File: src/rtl/control_unit.sv
// Moore control sequencer for the Datapath2 single-bus RISC datapath: fetch, decode, execute strobes.
// Latency: strobes decode from the registered state; ld/st 9, branch 8, ldi/addi/ALU 7, out 5, nop 4 cycles.
// Backpressure: mem_ready low holds F2 / ld-E4 / st-E5; Stop parks the sequencer in PAUSE at the next boundary.
module control_unit #(
   parameter int              OP_W       = 5,
   parameter logic [OP_W-1:0] ALU_ADD_OP = 5'd2,
   parameter logic [OP_W-1:0] ALU_INC_OP = 5'd12
) (
   input  logic            clk,
   input  logic            clr,
   input  logic [OP_W-1:0] IR_op,
   input  logic            CON_FF,
   input  logic            mem_ready,
   input  logic            Stop,
   output logic            PCout,
   output logic            Zlowout,
   output logic            MDRout,
   output logic            Cout,
   output logic            BAout,
   output logic            MARin,
   output logic            Zin,
   output logic            PCin,
   output logic            MDRin,
   output logic            IRin,
   output logic            Yin,
   output logic            CONin,
   output logic            OutportIn,
   output logic            Gra,
   output logic            Grb,
   output logic            Grc,
   output logic            Rin,
   output logic            Rout,
   output logic            Read,
   output logic            Write,
   output logic [OP_W-1:0] OpCode,
   output logic            Run,
   output logic            Illegal
);

   typedef enum logic [3:0] {
      S_RST   = 4'd0,
      S_PAUSE = 4'd1,
      S_HALT  = 4'd2,
      S_F0    = 4'd3,
      S_F1    = 4'd4,
      S_F2    = 4'd5,
      S_F3    = 4'd6,
      S_E1    = 4'd7,
      S_E2    = 4'd8,
      S_E3    = 4'd9,
      S_E4    = 4'd10,
      S_E5    = 4'd11
   } state_t;

   // Instruction classes; every opcode that is not listed decodes to C_ILL.
   typedef enum logic [3:0] {
      C_LD, C_LDI, C_ST, C_ALU, C_ADDI, C_BR, C_OUT, C_NOP, C_HALT, C_ILL
   } op_cls_t;

   // All datapath strobes carried as one bundle.
   typedef struct packed {
      logic pc_out;
      logic zlow_out;
      logic mdr_out;
      logic c_out;
      logic ba_out;
      logic mar_in;
      logic z_in;
      logic pc_in;
      logic mdr_in;
      logic ir_in;
      logic y_in;
      logic con_in;
      logic outport_in;
      logic gra;
      logic grb;
      logic grc;
      logic r_in;
      logic r_out;
      logic rd;
      logic wr;
   } ctl_t;

   localparam logic [OP_W-1:0] OPC_LD     = OP_W'(0);
   localparam logic [OP_W-1:0] OPC_LDI    = OP_W'(1);
   localparam logic [OP_W-1:0] OPC_ST     = OP_W'(2);
   localparam logic [OP_W-1:0] OPC_ALU_LO = OP_W'(3);
   localparam logic [OP_W-1:0] OPC_ALU_HI = OP_W'(11);
   localparam logic [OP_W-1:0] OPC_ADDI   = OP_W'(13);
   localparam logic [OP_W-1:0] OPC_BR     = OP_W'(18);
   localparam logic [OP_W-1:0] OPC_OUT    = OP_W'(22);
   localparam logic [OP_W-1:0] OPC_NOP    = OP_W'(26);
   localparam logic [OP_W-1:0] OPC_HALT   = OP_W'(27);

   state_t  state_q, state_d;
   op_cls_t op_cls;
   logic [2:0] op_len;     // number of E-states the instruction uses
   state_t  bnd_state;     // destination when leaving an instruction boundary
   ctl_t    ctl;
   logic    illegal_q;

   // Classify the opcode presented by the IR.
   always_comb begin
      op_cls = C_ILL;
      if (IR_op == OPC_LD)                                   op_cls = C_LD;
      else if (IR_op == OPC_LDI)                             op_cls = C_LDI;
      else if (IR_op == OPC_ST)                              op_cls = C_ST;
      else if (IR_op >= OPC_ALU_LO && IR_op <= OPC_ALU_HI)   op_cls = C_ALU;
      else if (IR_op == OPC_ADDI)                            op_cls = C_ADDI;
      else if (IR_op == OPC_BR)                              op_cls = C_BR;
      else if (IR_op == OPC_OUT)                             op_cls = C_OUT;
      else if (IR_op == OPC_NOP)                             op_cls = C_NOP;
      else if (IR_op == OPC_HALT)                            op_cls = C_HALT;
   end

   // Execute length per class; the last listed E-state hands control to the boundary.
   always_comb begin
      op_len = 3'd0;
      case (op_cls)
         C_LD, C_ST:           op_len = 3'd5;
         C_LDI, C_ALU, C_ADDI: op_len = 3'd3;
         C_BR:                 op_len = 3'd4;
         C_OUT:                op_len = 3'd1;
         default:              op_len = 3'd0;
      endcase
   end

   assign bnd_state = Stop ? S_PAUSE : S_F0;

   // State register; clr aborts any instruction in flight.
   always_ff @(posedge clk or posedge clr) begin
      if (clr) state_q <= S_RST;
      else     state_q <= state_d;
   end

   // Sticky flag for an undefined opcode reaching decode.
   always_ff @(posedge clk or posedge clr) begin
      if (clr)                                     illegal_q <= 1'b0;
      else if (state_q == S_F3 && op_cls == C_ILL) illegal_q <= 1'b1;
   end

   // Next-state: fetch, decode dispatch, execute walk and memory waits.
   always_comb begin
      state_d = state_q;
      case (state_q)
         S_RST:   state_d = bnd_state;
         S_PAUSE: if (!Stop) state_d = S_F0;
         S_HALT:  state_d = S_HALT;
         S_F0:    state_d = S_F1;
         S_F1:    state_d = S_F2;
         S_F2:    if (mem_ready) state_d = S_F3;
         S_F3: begin
            if (op_cls == C_HALT || op_cls == C_ILL) state_d = S_HALT;
            else if (op_len == 3'd0)                 state_d = bnd_state;
            else                                     state_d = S_E1;
         end
         S_E1:    state_d = (op_len == 3'd1) ? bnd_state : S_E2;
         S_E2:    state_d = (op_len == 3'd2) ? bnd_state : S_E3;
         S_E3:    state_d = (op_len == 3'd3) ? bnd_state : S_E4;
         S_E4: begin
            if (op_cls == C_LD && !mem_ready) state_d = S_E4;
            else if (op_len == 3'd4)          state_d = bnd_state;
            else                              state_d = S_E5;
         end
         S_E5: begin
            if (op_cls == C_ST && !mem_ready) state_d = S_E5;
            else                              state_d = bnd_state;
         end
         default: state_d = S_RST;
      endcase
   end

   // Moore strobe decode from state and opcode (branch E4 also gated by CON_FF).
   always_comb begin
      ctl    = '0;
      OpCode = '0;
      Run    = 1'b0;
      case (state_q)
         S_F0: begin
            Run = 1'b1;
            ctl.pc_out = 1'b1; ctl.mar_in = 1'b1; ctl.z_in = 1'b1;
            OpCode = ALU_INC_OP;
         end
         S_F1: begin
            Run = 1'b1;
            ctl.zlow_out = 1'b1; ctl.pc_in = 1'b1;
         end
         S_F2: begin
            Run = 1'b1;
            ctl.rd = 1'b1; ctl.mdr_in = 1'b1;
         end
         S_F3: begin
            Run = 1'b1;
            ctl.mdr_out = 1'b1; ctl.ir_in = 1'b1;
         end
         S_E1: begin
            Run = 1'b1;
            case (op_cls)
               C_LD, C_LDI, C_ST: begin
                  ctl.grb = 1'b1; ctl.ba_out = 1'b1; ctl.y_in = 1'b1;
               end
               C_ALU, C_ADDI: begin
                  ctl.grb = 1'b1; ctl.r_out = 1'b1; ctl.y_in = 1'b1;
               end
               C_BR: begin
                  ctl.gra = 1'b1; ctl.r_out = 1'b1; ctl.con_in = 1'b1;
               end
               C_OUT: begin
                  ctl.gra = 1'b1; ctl.r_out = 1'b1; ctl.outport_in = 1'b1;
               end
               default: ;
            endcase
         end
         S_E2: begin
            Run = 1'b1;
            case (op_cls)
               C_LD, C_LDI, C_ST, C_ADDI: begin
                  ctl.c_out = 1'b1; ctl.z_in = 1'b1;
                  OpCode = ALU_ADD_OP;
               end
               C_ALU: begin
                  ctl.grc = 1'b1; ctl.r_out = 1'b1; ctl.z_in = 1'b1;
                  OpCode = IR_op;
               end
               C_BR: begin
                  ctl.pc_out = 1'b1; ctl.y_in = 1'b1;
               end
               default: ;
            endcase
         end
         S_E3: begin
            Run = 1'b1;
            case (op_cls)
               C_LD, C_ST: begin
                  ctl.zlow_out = 1'b1; ctl.mar_in = 1'b1;
               end
               C_LDI, C_ALU, C_ADDI: begin
                  ctl.zlow_out = 1'b1; ctl.gra = 1'b1; ctl.r_in = 1'b1;
               end
               C_BR: begin
                  ctl.c_out = 1'b1; ctl.z_in = 1'b1;
                  OpCode = ALU_ADD_OP;
               end
               default: ;
            endcase
         end
         S_E4: begin
            Run = 1'b1;
            case (op_cls)
               C_LD: begin
                  ctl.rd = 1'b1; ctl.mdr_in = 1'b1;
               end
               C_ST: begin
                  ctl.gra = 1'b1; ctl.r_out = 1'b1; ctl.mdr_in = 1'b1;
               end
               C_BR: begin
                  ctl.zlow_out = CON_FF; ctl.pc_in = CON_FF;
               end
               default: ;
            endcase
         end
         S_E5: begin
            Run = 1'b1;
            case (op_cls)
               C_LD: begin
                  ctl.mdr_out = 1'b1; ctl.gra = 1'b1; ctl.r_in = 1'b1;
               end
               C_ST: ctl.wr = 1'b1;
               default: ;
            endcase
         end
         default: ;
      endcase
   end

   assign PCout     = ctl.pc_out;
   assign Zlowout   = ctl.zlow_out;
   assign MDRout    = ctl.mdr_out;
   assign Cout      = ctl.c_out;
   assign BAout     = ctl.ba_out;
   assign MARin     = ctl.mar_in;
   assign Zin       = ctl.z_in;
   assign PCin      = ctl.pc_in;
   assign MDRin     = ctl.mdr_in;
   assign IRin      = ctl.ir_in;
   assign Yin       = ctl.y_in;
   assign CONin     = ctl.con_in;
   assign OutportIn = ctl.outport_in;
   assign Gra       = ctl.gra;
   assign Grb       = ctl.grb;
   assign Grc       = ctl.grc;
   assign Rin       = ctl.r_in;
   assign Rout      = ctl.r_out;
   assign Read      = ctl.rd;
   assign Write     = ctl.wr;
   assign Illegal   = illegal_q;

endmodule

File: config.mk
export PLATFORM = sky130hd
export DESIGN_NAME = control_unit
export DESIGN_NICKNAME = d
export VERILOG_FILES = /design/src/rtl/control_unit.sv
export SDC_FILE = /design/constraint.sdc
export NUM_CORES = 1
export LEC_CHECK = 0
export CORE_MARGIN = 2
export CORE_UTILIZATION = 42
export CTS_CLUSTER_DIAMETER = 50
export DETAILED_ROUTE_END_ITERATION = 6
export PLACE_DENSITY = 0.77
export REMOVE_ABC_BUFFERS = 1
export SYNTH_ARGS = -nofsm -noshare
export SYNTH_HDL_FRONTEND = slang
export SYNTH_SLANG_ARGS = --single-unit
export TNS_END_PERCENT = 30
File: constraint.sdc
create_clock -name clk -period 1.8 [get_ports clk]
set_input_delay 0.18 -clock clk [delete_from_list [all_inputs] [get_ports clk]]
set_output_delay 0.18 -clock clk [all_outputs]
set_load 0.02 [all_outputs]
# Word level (Yosys, flattened, before mapping)
# Index checks and enable logic that the tools add are counted.
# word_totals
wordCells	113
ff_bits	5
inputBits	10
out_inout_bits	27
# classes
order_cmp	2
n_eq_ne	32
muxes	58
n_reduce_logical	19
# op_table
cell	n
two-way mux 4 bit	16
case mux 4 bit (12 select lines)	1
== test 4 x 3 -> 1 bit (second input constant)	7
== test 4 bit (second input constant)	6
== test 5 bit (second input constant)	4
two-way mux 1 bit	20
case mux 1 bit (2 select lines)	9
== test 4 x 2 -> 1 bit (second input constant)	4
case mux 5 bit (3 select lines)	1
case mux 3 bit (4 select lines)	1
case mux 5 bit (2 select lines)	1
case mux 1 bit (3 select lines)	3
OR reduction 9 bit	1
== test 4 x 1 -> 1 bit (second input constant)	2
logical NOT 4 bit	2
OR reduction 4 bit	2
== test 3 x 2 -> 1 bit (second input constant)	2
two-way mux 2 bit	3
two-way mux 3 bit	2
OR reduction 3 bit	2
== test 5 x 1 -> 1 bit (second input constant)	1
== test 5 x 2 -> 1 bit (second input constant)	1
== test 5 x 4 -> 1 bit (second input constant)	1
>= comparator 5 x 2 -> 1 bit (second input constant)	1
other kinds (13)	18

# Depth between registers and ports, before layout
# Gate-level depths: netlist (run 1).
# logic_depth
ltp_word	17
ltp_mapped	7
mapped_depth_nobuf	6

# Worst setup path before layout (run 1)
# No wires, ideal clock.
# synth_path
kind	flip-flop to output port
start	register state_q[2]
end	output port Rout
required_time_ns	1.620
slack_ns	-0.450
path_buffers	0
stages_incl_launch_ff	7
t_arrival_ns	2.070
cell_sequence	dfrtp_1 -> inv_1 -> ha_1 -> nand2b_1 -> nor4_4 -> nor2b_1 -> o41ai_1
# synth_between
elab_chain_cells	2
word_cells_on_any_way	4
classes_between	3 x eq/ne; 1 x mux
# synth_lines
element	line_no	text
start: declaration	95	state_t state_q, state_d;
start signal: assignment	133	else state_q <= state_d;
== test 4 bit or == test 4 x 3 -> 1 bit (tied branches)	178	case (state_q)
case mux 1 bit (3 select lines) (*)	178	
end: declaration	32	output logic Rout,
# Every way passes the cells marked *; elsewhere a longest branch is shown, timed or not.

# Worst setup path in the final report (run 1)
# Ends and elaborated chain as after synthesis.

==> results of run 1 <==
metal layers:
metal	GRT usage, %	routed length, µm	share of wire, %
met2	60.9	2940	50
met4	7.67	267	4.5
met1	38.8	2190	37
met3	3.04	483	8.2
met5	0	0	0
final cells by class:
type | count | area, µm² | area share (%)
multi-input combinational | 136 | 1120 | 51.4
inverter | 6 | 22.5 | 1.03
tap | 30 | 37.5 | 1.72
clock buffer | 4 | 26.3 | 1.21
timing repair buffer | 102 | 845 | 38.8
sequential | 5 | 126 | 5.80
cell usage after synthesis, types with 2 or more instances:
master	instances	area, µm²
o21bai_1	3	22.5
nand4_1	2	12.5
nand3_1	4	20.0
and2_1	6	37.5
buf_4	3	22.5
buf_2	7	35.0
dfrtp_1	5	125
ha_1	4	50.1
a21oi_1	11	55.1
o211ai_1	3	22.5
o31ai_1	2	15.0
clkbuf_1	2	7.51
nor3_1	5	25.0
a32oi_1	3	26.3
o21ai_0	7	35.0
o311a_1	2	20.0
o32ai_1	2	17.5
or3_1	2	12.5
nand2_1	18	67.6
a21o_1	2	15.0
nor2_1	11	41.3
inv_1	6	22.5
or2_2	2	12.5
a31oi_1	2	12.5
nand2b_1	14	87.6
nor2b_1	6	37.5
where the power goes:
part | switching, µW | internal [µW]
sequential | 82.0 | 171
combinational | 1210 | 1090
clock | 45.2 | 83.8
cells by family after synthesis:
logic type,after synthesis,share of synthesized area (%)
flops,5,11.4
buf+inv,19,8.29
compound gates,49,31.4
fa+ha+maj,4,4.54
other cells,1,0.340
simple gates,82,44.0
registers in the layout, indices dropped and copies added, names as in the netlist:
register,flops
Illegal,1
state_q,4
stage by stage:
step / setup TNS (ns) / instance area [µm²] / hold WS (ns) / std cells
global route: -3.00 / 2180 / 0.187 / 283
detailed placement: -16.94 / 1860 / 0.383 / 270
CTS: -1.48 / 1980 / 0.179 / 280
floorplan: -1.17 / 1030 / -0.0415 / 147
global placement: -15.95 / 1860 / 0.380 / 270
finish: -1.76 / 2180 / 0.175 / 283
worst max-delay path, stage by stage (launching register included):
cell and delay [ns]:
dfrtp_1 0.40, inv_2 0.10, ha_4 0.16, and2b_1 0.16
a32oi_1 0.08, or4b_4 0.52, o41ai_2 0.06, buf_4 0.19
worst paths after layout:
check                                 from         end  slack (ns)  depth (start not counted)
max in group asynchronous              clr  state_q[1]        1.44                          2
worst max register to register  state_q[2]  state_q[3]       -0.07                          9
worst min register to register     Illegal     Illegal        0.51                          1
worst max-delay path            state_q[2]        Rout       -0.29                          7
worst min-delay path                   clr     Illegal        0.17                          2
min in group clk                   Illegal     Illegal        0.51                          1
what timing repair did:
action | in CTS | in global routing
hold endpoints to repair | 0 | 0
buffers inserted | 5 | 3
setup endpoints to repair | 28 | 28
pin swaps | 7 | 8
gates resized for setup | 152 | 49
cloned | 1 | 0
==> impl_metrics.env, run 1 <==
export IMPL_cp_max_fo=3
export IMPL_max_freq_mhz=479
export IMPL_insertion_delay_ns=0.24
export IMPL_clkTransAtPathRegs_ns=0.05
export IMPL_port_buffer_count=35
export IMPL_detail_route_vias_per_cell=6.25
export IMPL_drt_drc_violations_left=0
export IMPL_arrival_ns=1.91
export IMPL_final_cell_mix="68 x buf_4, 17 x nand2_1, 15 x buf_6, 12 x nand2b_1, 11 x nor2_1"
export IMPL_yosysUniqueCellTypes=52
export IMPL_p_total_uw=2680
export IMPL_dr_pass1_iters=4
export IMPL_ir_worst_vdd_mv=1.30
export IMPL_synth_seq_area_share_pct=11.4
export IMPL_root_buffer="clkbuf_4"
export IMPL_async_flop_share_pct=100
export IMPL_die_area_mm2=0.00305
export IMPL_gr_usage_all_layers_pct=32.3
export IMPL_n_fill_cell=128
export IMPL_vias=1768
export IMPL_status="finished, violations left"
export IMPL_antenna_found_initial=0
export IMPL_clockBufferDepth=2
export IMPL_syn_avg_cell_area_um2=6.89
export IMPL_rsz0062_at_grt="yes"
export IMPL_violations="negative setup slack"
export IMPL_nets=268
export IMPL_place_gp_congestion=0.909
export IMPL_synth_ff_type="dfrtp_1"
export IMPL_core_mm2=0.00248
export IMPL_die_w_um=55.2
export IMPL_syn2layout_area_growth_pct=97.5
export IMPL_finClkSkew_ns=0.000995
export IMPL_hold_class="input port to asynchronous set/reset pin"
export IMPL_cts_tree="done"
export IMPL_worst_slack_ns=-0.286
export IMPL_grt_max_degree=19
export IMPL_grt_overflow=0
export IMPL_required_ns=1.62
export IMPL_drt_wl_total_um=5880
export IMPL_powerDensity_mw_per_mm2=1230
export IMPL_finalCriticalPeriod_ns=2.09
export IMPL_wl_per_cell_um=20.8
export IMPL_die_height_um=55.2
export IMPL_synth_edf_count=0
export IMPL_final_common_cell="buf_4"
export IMPL_hold_viol_final=0
export IMPL_h_tree_depth=1
export IMPL_drtIter0Drc=88
export IMPL_ys_warn_count=0
export IMPL_leakage_uw=0.000973
export IMPL_criticalPathCategory="flop to output pin"
export IMPL_initial_core_util_pct=44.5
export IMPL_first_global_vias=1689
export IMPL_grt_pass1_wl_um=8080
export IMPL_setup_viol=22
export IMPL_row_count=18
export IMPL_post_route_util_pct=87.9
export IMPL_holdBufCountCts=0
export IMPL_finalMaxSlewViolations=0
export IMPL_ys_seq_elements=5
export IMPL_cts_sink_count=5
export IMPL_num_antenna_cells=0
export IMPL_layout_drive_gt1_share_pct=55.7
export IMPL_ant_nets=0
export IMPL_cts_buffers=3
export IMPL_io_pin_count=37
export IMPL_syn_instance_count=160
export IMPL_place_hpwl_um=3570
export IMPL_syn_area_mm2=0.00110
export IMPL_finalCritPeriodShare_pct=116
export IMPL_start_kind="flop"
export IMPL_dp_slack_ns=-0.923
export IMPL_cp_end_kind="output pin"
export IMPL_cap_viol_max_count=0
Note: power is estimated with default switching activity, not from simulation.
==> run 2, diff against run 1 <==
- CORE_UTILIZATION: 42 -> 25
- CTS_BUF_LIST: unset -> sky130_fd_sc_hd__clkbuf_4
- PLACE_DENSITY: 0.77 -> unset
==> impl_metrics.env, run 2 (same netlist as run 1, synthesis figures left out) <==
export IMPL_h_tree_depth=1
export IMPL_r2r_end="state_q[0]"
export IMPL_die_area_mm2=0.00496
export IMPL_cp_max_fo=5
export IMPL_highest_layer="met3"
export IMPL_gr_usage_all_layers_pct=16.4
export IMPL_vias=1525
export IMPL_finalCriticalPeriod_ns=2.01
export IMPL_violations="negative setup slack"
export IMPL_reg2reg_depth=8
export IMPL_row_count=24
export IMPL_leakage_uw=0.000922
export IMPL_first_global_vias=1416
export IMPL_crit_slowest_cell="or4b_4"
export IMPL_start_kind="flop"
export IMPL_ant_nets=0
export IMPL_clockBufferDepth=2
export IMPL_initial_core_util_pct=25.7
export IMPL_io_pin_count=37
export IMPL_required_ns=1.62
export IMPL_layout_drive_gt1_share_pct=50.8
export IMPL_p_int_uw=1240
export IMPL_rsz0062_at_grt="yes"
export IMPL_rr_startpoint="state_q[3]"
export IMPL_drtIter0Drc=94
export IMPL_final_cells=300
export IMPL_status="finished, violations left"
export IMPL_dpl_instance_area_mm2=0.00186
export IMPL_grt_max_degree=15
export IMPL_hold_viol_final=0
export IMPL_powerDensity_mw_per_mm2=1150
export IMPL_cap_viol_max_count=0
export IMPL_arrival_ns=1.83
export IMPL_place_hpwl_um=3140
export IMPL_finClkSkew_ns=0.00370
export IMPL_wl_met1_um=1940
export IMPL_finalMaxSlewViolations=0
export IMPL_criticalPathCategory="flop to output pin"
export IMPL_drt_wl_total_um=4160
export IMPL_drt_drc_violations_left=0
export IMPL_dp_cells=289
export IMPL_crit_chain="inv_2 > ha_4 > and2b_1 > a32oi_1 > or4b_4 > o41ai_2 > buf_4"
export IMPL_antenna_found_initial=0
export IMPL_p_total_uw=2360
export IMPL_cpLargestDelayFamily="simple AND/OR/NAND/NOR gates"
export IMPL_largest_reg_flops=4
export IMPL_dp_slack_ns=-0.737
export IMPL_die_height_um=70.4
export IMPL_top_register="state_q"
export IMPL_wl_per_cell_um=13.9
export IMPL_grt_pass1_wl_um=6650
export IMPL_holdBufCountCts=0
export IMPL_p_switching_uw=1120
export IMPL_insertion_delay_ns=0.24
export IMPL_place_gp_congestion=0.913
export IMPL_die_w_um=70.4
export IMPL_num_antenna_cells=0
export IMPL_final_area_mm2=0.00206
export IMPL_wl_met3_um=276
export IMPL_clkTransAtPathRegs_ns=0.05
export IMPL_r2r_slack_ns=-0.08
export IMPL_core_mm2=0.00429
export IMPL_dr_pass1_iters=4
export IMPL_cts_tree="done"
export IMPL_ir_worst_vdd_mv=0.530
export IMPL_pwr_share_seq_pct=11.3
export IMPL_syn2layout_area_growth_pct=86.5
export IMPL_setup_viol=13
export IMPL_worst_slack_ns=-0.212
export IMPL_clkPwrFrac_pct=6.3
export IMPL_root_buffer="clkbuf_4"
export IMPL_cts_buffers=3
export IMPL_max_stage_delay_ns=0.51
export IMPL_critical_path_buf_inv_count=2
export IMPL_dr_wl_met2_um=1940
export IMPL_cp_end_kind="output pin"
export IMPL_final_common_cell="buf_4"
export IMPL_finalCritPeriodShare_pct=112
export IMPL_max_freq_mhz=497
export IMPL_nets=263
export IMPL_hold_class="input port to asynchronous set/reset pin"
export IMPL_port_buffer_count=35
export IMPL_cts_sink_count=5
export IMPL_post_route_util_pct=47.9
export IMPL_switching_share_pct=47.5
export IMPL_grt_overflow=0
export IMPL_detail_route_vias_per_cell=5.08
export IMPL_comb_power_share_pct=82.4
export IMPL_final_cell_mix="68 x buf_4, 18 x nand2_1, 12 x nand2b_1, 11 x nor2_1, 9 x buf_6"
[run 2: cell count changes in the layout (fill, tap and decap cells not counted), moves of 2 or more]
cell / delta
a21oi_2: -2
a31oi_1: +2
and2_1: +2
and2_4: -2
buf_2: +2
buf_6: -6
dfrtp_1: -2
dfrtp_2: +2
nor3_2: +2
nor3_4: -3
[run 2: worst max path at each step]
stage,startpoint,slack (ns),cells after the start,endpoint
after global routing,state_q[2],-0.28,7,Rout
after CTS,state_q[3],-0.26,6,Rout
after global placement,IR_op[3],-0.72,6,Gra
final,state_q[2],-0.21,7,Rout
after floorplan,state_q[2],-0.64,6,Rout
after detailed placement,IR_op[3],-0.74,6,Gra
[run 2: worst register-to-register path, cell delays in order, from the launching register on]
cell and delay [ns]:
dfrtp_2 0.43, inv_2 0.09, ha_4 0.17, buf_6 0.11
buf_4 0.12, nand2_1 0.07, o311a_1 0.29, o32a_1 0.32
a31oi_1 0.18
[run 2: layout make-up]
class | count | area [µm²]
timing repair buffer | 97 | 767
fill | 430 | 2240
clock buffer | 4 | 30.0
inverter | 6 | 22.5
multi-input combinational | 136 | 1040
tap | 52 | 65.1
sequential | 5 | 129
[run 2: stage by stage]
step	setup TNS, ns	hold WS (ns)
floorplan	-1.17	-0.0415
global placement	-15.41	0.389
detailed placement	-15.53	0.398
CTS	-1.42	0.142
global route	-2.49	0.151
finish	-1.20	0.132
[run 2: power groups by stage]
stage	logic [µW]	clock network [µW]	registers, µW
final	1950	148	268
after global routing	2090	159	274
after CTS	1840	149	264
after detailed placement	1730	0	253
after global placement	1730	0	255
after floorplan	810	0	290
[run 2: repair_timing]
action	4_1_cts	5_1_grt
pin swaps	8	6
setup buffers	6	1
resized for setup	146	29
endpoints found under the hold margin	0	0
endpoints found under the setup margin	29	28
[run 2: metal layers]
| metal | vias to the layer above | track usage [%] |
|---|---|---|
| met3 | 0 | 2.60 |
| met2 | 48 | 26.6 |
| met5 | - | 0 |
| li1 | 759 | - |
| met4 | 0 | 1.28 |
| met1 | 718 | 23.6 |
